===== src/rtl/menu_overlay_render_if.sv =====
// Signal bundle between the menu overlay renderer, the video timing/mixer side
// and read port B of the menu RAM.
interface menu_overlay_render_if;
  logic        enable;
  logic        pix_ce;
  logic        line_start;
  logic [7:0]  x;
  logic [7:0]  y;
  logic        active;
  logic [10:0] ram_adb;
  logic        ram_ceb;
  logic [7:0]  ram_doutb;
  logic        pix_fg;
  logic        pix_in;

  modport slave (
    input  enable, pix_ce, line_start, x, y, active, ram_doutb,
    output ram_adb, ram_ceb, pix_fg, pix_in
  );

  modport master (
    output enable, pix_ce, line_start, x, y, active, ram_doutb,
    input  ram_adb, ram_ceb, pix_fg, pix_in
  );
endinterface


===== src/rtl/menu_overlay_render.sv =====
// Menu overlay renderer: fetches one character code plus one glyph row per tile
// from menu RAM port B and shifts it out LSB-first as a 1-bit foreground stream.
module menu_overlay_render (
  input logic                  clk,
  input logic                  reset,
  menu_overlay_render_if.slave bus
);

  typedef enum logic [1:0] {IDLE, CHAR, FONT, LATCH} state_e;

  state_e      state_q, state_d;
  logic [4:0]  col_q, col_d;
  logic [7:0]  code_q, code_d;
  logic [7:0]  next_byte_q, next_byte_d;
  logic        next_valid_q, next_valid_d;
  logic [7:0]  shift_q, shift_d;
  logic        pix_fg_q, pix_fg_d;
  logic        pix_in_q, pix_in_d;
  logic [10:0] adb_q;

  logic        pix_act, tile_start, trigger, in_win;
  logic [4:0]  trig_col;
  logic [7:0]  shift_v;
  logic [10:0] adb;
  logic        ceb;

  assign pix_act    = bus.pix_ce & bus.active;
  assign tile_start = pix_act & (bus.x[2:0] == 3'd0);
  assign trigger    = bus.line_start | tile_start;
  // Column 31's successor wraps to 0; the next line_start overwrites that fetch.
  assign trig_col   = bus.line_start ? 5'd0 : bus.x[7:3] + 5'd1;
  assign in_win     = bus.enable & (bus.y < 8'd224);

  always_comb begin
    // NOTE: every variable gets its hold value first so no latch is inferred.
    state_d      = state_q;
    col_d        = col_q;
    code_d       = code_q;
    next_byte_d  = next_byte_q;
    next_valid_d = next_valid_q;
    shift_d      = shift_q;
    pix_fg_d     = pix_fg_q;
    pix_in_d     = pix_in_q;
    adb          = adb_q;
    ceb          = 1'b0;
    shift_v      = shift_q;

    case (state_q)
      CHAR: begin
        adb     = {1'b0, bus.y[7:3], col_q};
        ceb     = 1'b1;
        state_d = FONT;
      end
      FONT: begin
        adb     = {1'b1, bus.ram_doutb[6:0], bus.y[2:0]};
        ceb     = 1'b1;
        code_d  = bus.ram_doutb;
        state_d = LATCH;
      end
      LATCH: begin
        next_byte_d  = bus.ram_doutb ^ {8{code_q[7]}};
        next_valid_d = 1'b1;
        state_d      = IDLE;
      end
      default: ;
    endcase

    // A new request abandons whatever fetch is in flight.
    if (trigger) begin
      state_d      = CHAR;
      col_d        = trig_col;
      code_d       = code_q;
      next_byte_d  = next_byte_q;
      next_valid_d = next_valid_q;
    end

    if (bus.pix_ce) begin
      if (bus.active) begin
        if (tile_start) begin
          shift_v      = next_valid_q ? next_byte_q : 8'h00;
          next_valid_d = 1'b0;
        end
        pix_in_d = in_win;
        pix_fg_d = in_win & shift_v[0];
        shift_d  = {1'b0, shift_v[7:1]};
      end else begin
        pix_in_d = 1'b0;
        pix_fg_d = 1'b0;
      end
    end
  end

  // NOTE: sequential state uses non-blocking assignments only.
  always_ff @(posedge clk or posedge reset) begin
    if (reset) begin
      state_q      <= IDLE;
      col_q        <= '0;
      code_q       <= '0;
      next_byte_q  <= '0;
      next_valid_q <= 1'b0;
      shift_q      <= '0;
      pix_fg_q     <= 1'b0;
      pix_in_q     <= 1'b0;
      adb_q        <= '0;
    end else begin
      state_q      <= state_d;
      col_q        <= col_d;
      code_q       <= code_d;
      next_byte_q  <= next_byte_d;
      next_valid_q <= next_valid_d;
      shift_q      <= shift_d;
      pix_fg_q     <= pix_fg_d;
      pix_in_q     <= pix_in_d;
      adb_q        <= adb;
    end
  end

  assign bus.ram_adb = adb;
  assign bus.ram_ceb = ceb;
  assign bus.pix_fg  = pix_fg_q;
  assign bus.pix_in  = pix_in_q;

endmodule


===== src/flat_wrapper.sv =====
// flat-port wrapper written by rule: the top's interface ports become plain ports
module menu_overlay_render_flat 
  (clk, reset, bus_enable, bus_pix_ce, bus_line_start, bus_x, bus_y, bus_active, bus_ram_doutb, bus_ram_adb, bus_ram_ceb, bus_pix_fg, bus_pix_in);
  menu_overlay_render_if bus_i ();
  input logic clk;
  input logic reset;
  input wire logic [$bits(bus_i.enable)-1:0] bus_enable;
  input wire logic [$bits(bus_i.pix_ce)-1:0] bus_pix_ce;
  input wire logic [$bits(bus_i.line_start)-1:0] bus_line_start;
  input wire logic [$bits(bus_i.x)-1:0] bus_x;
  input wire logic [$bits(bus_i.y)-1:0] bus_y;
  input wire logic [$bits(bus_i.active)-1:0] bus_active;
  input wire logic [$bits(bus_i.ram_doutb)-1:0] bus_ram_doutb;
  output wire logic [$bits(bus_i.ram_adb)-1:0] bus_ram_adb;
  output wire logic [$bits(bus_i.ram_ceb)-1:0] bus_ram_ceb;
  output wire logic [$bits(bus_i.pix_fg)-1:0] bus_pix_fg;
  output wire logic [$bits(bus_i.pix_in)-1:0] bus_pix_in;
  assign bus_i.enable = bus_enable;
  assign bus_i.pix_ce = bus_pix_ce;
  assign bus_i.line_start = bus_line_start;
  assign bus_i.x = bus_x;
  assign bus_i.y = bus_y;
  assign bus_i.active = bus_active;
  assign bus_i.ram_doutb = bus_ram_doutb;
  assign bus_ram_adb = bus_i.ram_adb;
  assign bus_ram_ceb = bus_i.ram_ceb;
  assign bus_pix_fg = bus_i.pix_fg;
  assign bus_pix_in = bus_i.pix_in;
  menu_overlay_render u_core (.clk(clk), .reset(reset), .bus(bus_i));
endmodule

===== config.mk =====
export PLATFORM = sky130hd
export DESIGN_NAME = menu_overlay_render_flat
export DESIGN_NICKNAME = d
export VERILOG_FILES = /design/src/rtl/menu_overlay_render_if.sv /design/src/rtl/menu_overlay_render.sv /design/src/flat_wrapper.sv
export SDC_FILE = /design/constraint.sdc
export NUM_CORES = 1
export LEC_CHECK = 0
export BUFFER_PORTS_ARGS = -buffer_cell sky130_fd_sc_hd__buf_2
export CORE_MARGIN = 2
export CORE_UTILIZATION = 45
export DETAILED_ROUTE_END_ITERATION = 7
export GPL_TIMING_DRIVEN = 0
export PLACE_DENSITY_LB_ADDON = 0.2
export SYNTH_ARGS = -nofsm -noshare
export SYNTH_HDL_FRONTEND = slang
export SYNTH_SLANG_ARGS = --single-unit

===== constraint.sdc =====
create_clock -name clk -period 2.3 [get_ports clk]
set_clock_uncertainty 0.2 [all_clocks]
set_input_delay 0.115 -clock clk [delete_from_list [all_inputs] [get_ports clk]]
set_output_delay 0.115 -clock clk [all_outputs]
set_load 0.05 [all_outputs]

==> impl_metrics.toml <==
[drt]
wl_met1_mm = 1.82
remaining_drc_errors = 0
routed_via_density = 5.20
wl_met3_um = 193
wl_met2_mm = 2.11
dr.max_layer_used = "met4"
wire_per_inst_um = 14.8
totalWireLength_mm = 4.19
drt.antenna.violating_nets = 0
drt_first_iter_violations = 101
dr.pass1.iters = 4
detailroute.via_count = 1477

[logic_synthesis]
ys_ff_latch = 37
ys_dominant_reg_cell = "dfrtp_1"
synth.lib_cells_used.distinct = 28
post-synth-top-area-cell = "dfrtp_1"
synth-edff-count = 0
yosysWarningCount = 0
post_synth_instance_area_sq_mm = 0.00180
postSynthCellCount = 171
synth_top_cell_area_share_pct = 51.4
postSynthAreaPerCell_sq_um = 10.5
synth_top_cells_by_area = "dfrtp_1, mux2_4, xor2_1"
ys_seq_area_share_pct = 51.4
postSynthNetCount = 206
synth-async-reset-ratio_pct = 100

[power_and_ir_drop]
static-leakage-power_nw = 1.11
maximum_ir_drop_on_the_vdd_rail_uv = 1080
power_per_cell_area_mw_per_mm2 = 1280
p_total_mw = 3.00

[global_routing]
via_count_of_the_first_global_routing_pass = 1474
grt-ovfl-total = 0
first_pass_grt_wire_length_mm = 6.96
globalRouteTotalUtil_pct = 21.3
largest_net_degree_at_the_start_of_global_routing = 38
antenna_found_initial = 0

[floorplan]
die_area_sq_mm = 0.00453
ios = 44
die-width_um = 67.3
initial_core_util_pct = 46.1
die-height_um = 67.3
core_area_sq_mm = 0.00391
floorplan_row_count = 23

[timing]
setup_repair_after_global_routing_missed_its_margin = "no"
share_of_the_cycle_needed_by_the_critical_path_after_routing_pct = 95.2
finalWorstPathRequiredPeriod_ns = 2.19
fmaxAchievable_mhz = 457
slew-limit-headroom_pct = 48.5
finalSetupTns_ns = 0
finalHoldViolations = 1
max_slew.worst_pin.slew_ns = 0.771
final-setup-viol-count = 0
drv_slew = 0
worst_hold_slack_ns = -0.00142

[layout]
utilization_pct = 59.6
post_route_cells_drive_above_1_share_pct = 27.8
final_nets = 269
stdcell_area_sq_mm = 0.00233
antenna-diode-count = 0
most-common-layout-cells = "buf_2, dfrtp_1, nand2_1"
multi_input_area_sq_um = 791
layout-area-overhead-vs-synth_pct = 29.4
leading_cell_type_in_the_layout_fill_and_taps_excluded = "buf_2"
final-seq-area_sq_um = 926
layout.filler_cells = 377

[worst_setup_path]
cell_repeated_most_along_the_worst_path = "buf_2"
critPathMaxFanout = 10
worst-path-buf-inv = 3
path_cells = "inv_1 -> ha_1 -> buf_2 -> nand2_1 -> o21ai_1 -> buf_2"
cp-end-kind = "output port"
critPathArrivalTime_ns = 1.87
cp_max_delay_cell = "dfrtp_1"
path_class = "flop to output port"
critical-path-top-delay-family = "buffers and inverters"
path_depth_of_the_worst_reg2reg_path = 6
cp_slowest_stage_delay_ns = 0.40
critPathLaunchType = "flop"
critical_path_cell_count = 6
critPathRequiredTime_ns = 1.99

[clock_network]
htreeDepth = 2
clock-root-buffer = "clkbuf_8"
cts.clk_slew.worst_paths_ns = 0.07
cts_post_setup_buffers_inserted = 0
cts_tree = "done"
cts_buffers = 5
cts_sinks = 37
clockBufferDepth = 2
clock_latency_ns = 0.29

[placed_design]
port_buffers = 42
placement.cell_area_sq_mm = 0.00208
dp.final_hpwl_mm = 2.92
place.gp.congestion = 0.733

[outcome]
outcome = "complete, but fails checks"
violations_in_the_final_reports = "negative hold slack"

[hold_path]
worst_min_delay_path_class = "input pin to flop"
whs_path_depth = 3

[job]
cap_violations = 0
## final cells by class
type / instances / area share (%)
plain buffers: 10 / 2.52
multi-input cells: 115 / 33.9
repair buffers: 58 / 16.4
clock buffers: 7 / 3.70
flip-flops and latches: 37 / 39.7
inverters: 7 / 1.13
well taps: 50 / 2.68
## worst register-to-register path: cells and delay by family (launching register included)
family	cells	cell delay [ns]
buffers and inverters	3	0.85
flip-flops	1	0.40
AO/OA/AOI/OAI	2	0.30
adder cells (fa/ha/maj)	1	0.25
## cell usage after synthesis, types with 2 or more instances
master    count
dfrtp_1      37
nand2_1      18
o21ai_0      12
nand3_1      11
a22oi_1      10
clkbuf_1     10
xor2_1       10
nor2_1        9
mux2_4        8
a21oi_1       7
inv_1         7
a31oi_1       6
ha_1          5
a211oi_1      4
buf_6         2
mux2_2        2
o211a_1       2
## report_power, final
group	total (mW)	internal, mW	switching [mW]
Sequential	0.962	0.860	0.101
Clock	0.458	0.238	0.220
Combinational	1.58	0.541	1.04
## kinds of logic after synthesis
kind of cell,count (synthesis),share of synthesized area (%)
fa+ha+maj,5,3.47
simple gates,42,9.99
buf+inv,19,4.79
mux,10,7.91
xor+xnor,11,5.34
compound gates,47,17.1
flops,37,51.4
## timing repair
action	4_1_cts	5_1_grt
setup endpoints to repair	10	12
resized for setup	3	10
endpoints found under the hold margin	50	0
pin swaps	0	0
hold buffers	16	0
## metrics by stage
stage | std cells | worst slack, ns
global route | 284 | 0.00554
finish | 284 | 0.110
global placement | 263 | 0.148
detailed placement | 263 | 0.110
CTS | 285 | 0.0253
floorplan | 171 | 0.0827
## flip-flops by register name, indices dropped and copies added, names as in the netlist, 2 cells and up
signal              count
u_core.col_q            5
u_core.next_byte_q      8
u_core.state_q          2
u_core.shift_q          7
u_core.adb_q           11
## layer usage
metal	vias up	track usage, %
met5	-	0
met3	7	4.00
met2	41	36.6
li1	728	-
met1	701	26.3
met4	0	8.42
## final timing paths
path / start / endpoint / slack [ns]
max in group asynchronous: reset / u_core.code_q[7] / 1.10
min reg2reg: u_core.shift_q[6] / u_core.shift_q[6] / 0.29
max: u_core.state_q[0] / bus_ram_adb[4] / 0.11
min in group asynchronous: reset / u_core.shift_q[1] / 0.31
min: bus_x[6] / u_core.col_q[3] / -0.001
max reg2reg: u_core.state_q[0] / u_core.adb_q[5] / 0.19
Note: power is estimated with default switching activity, not from simulation.
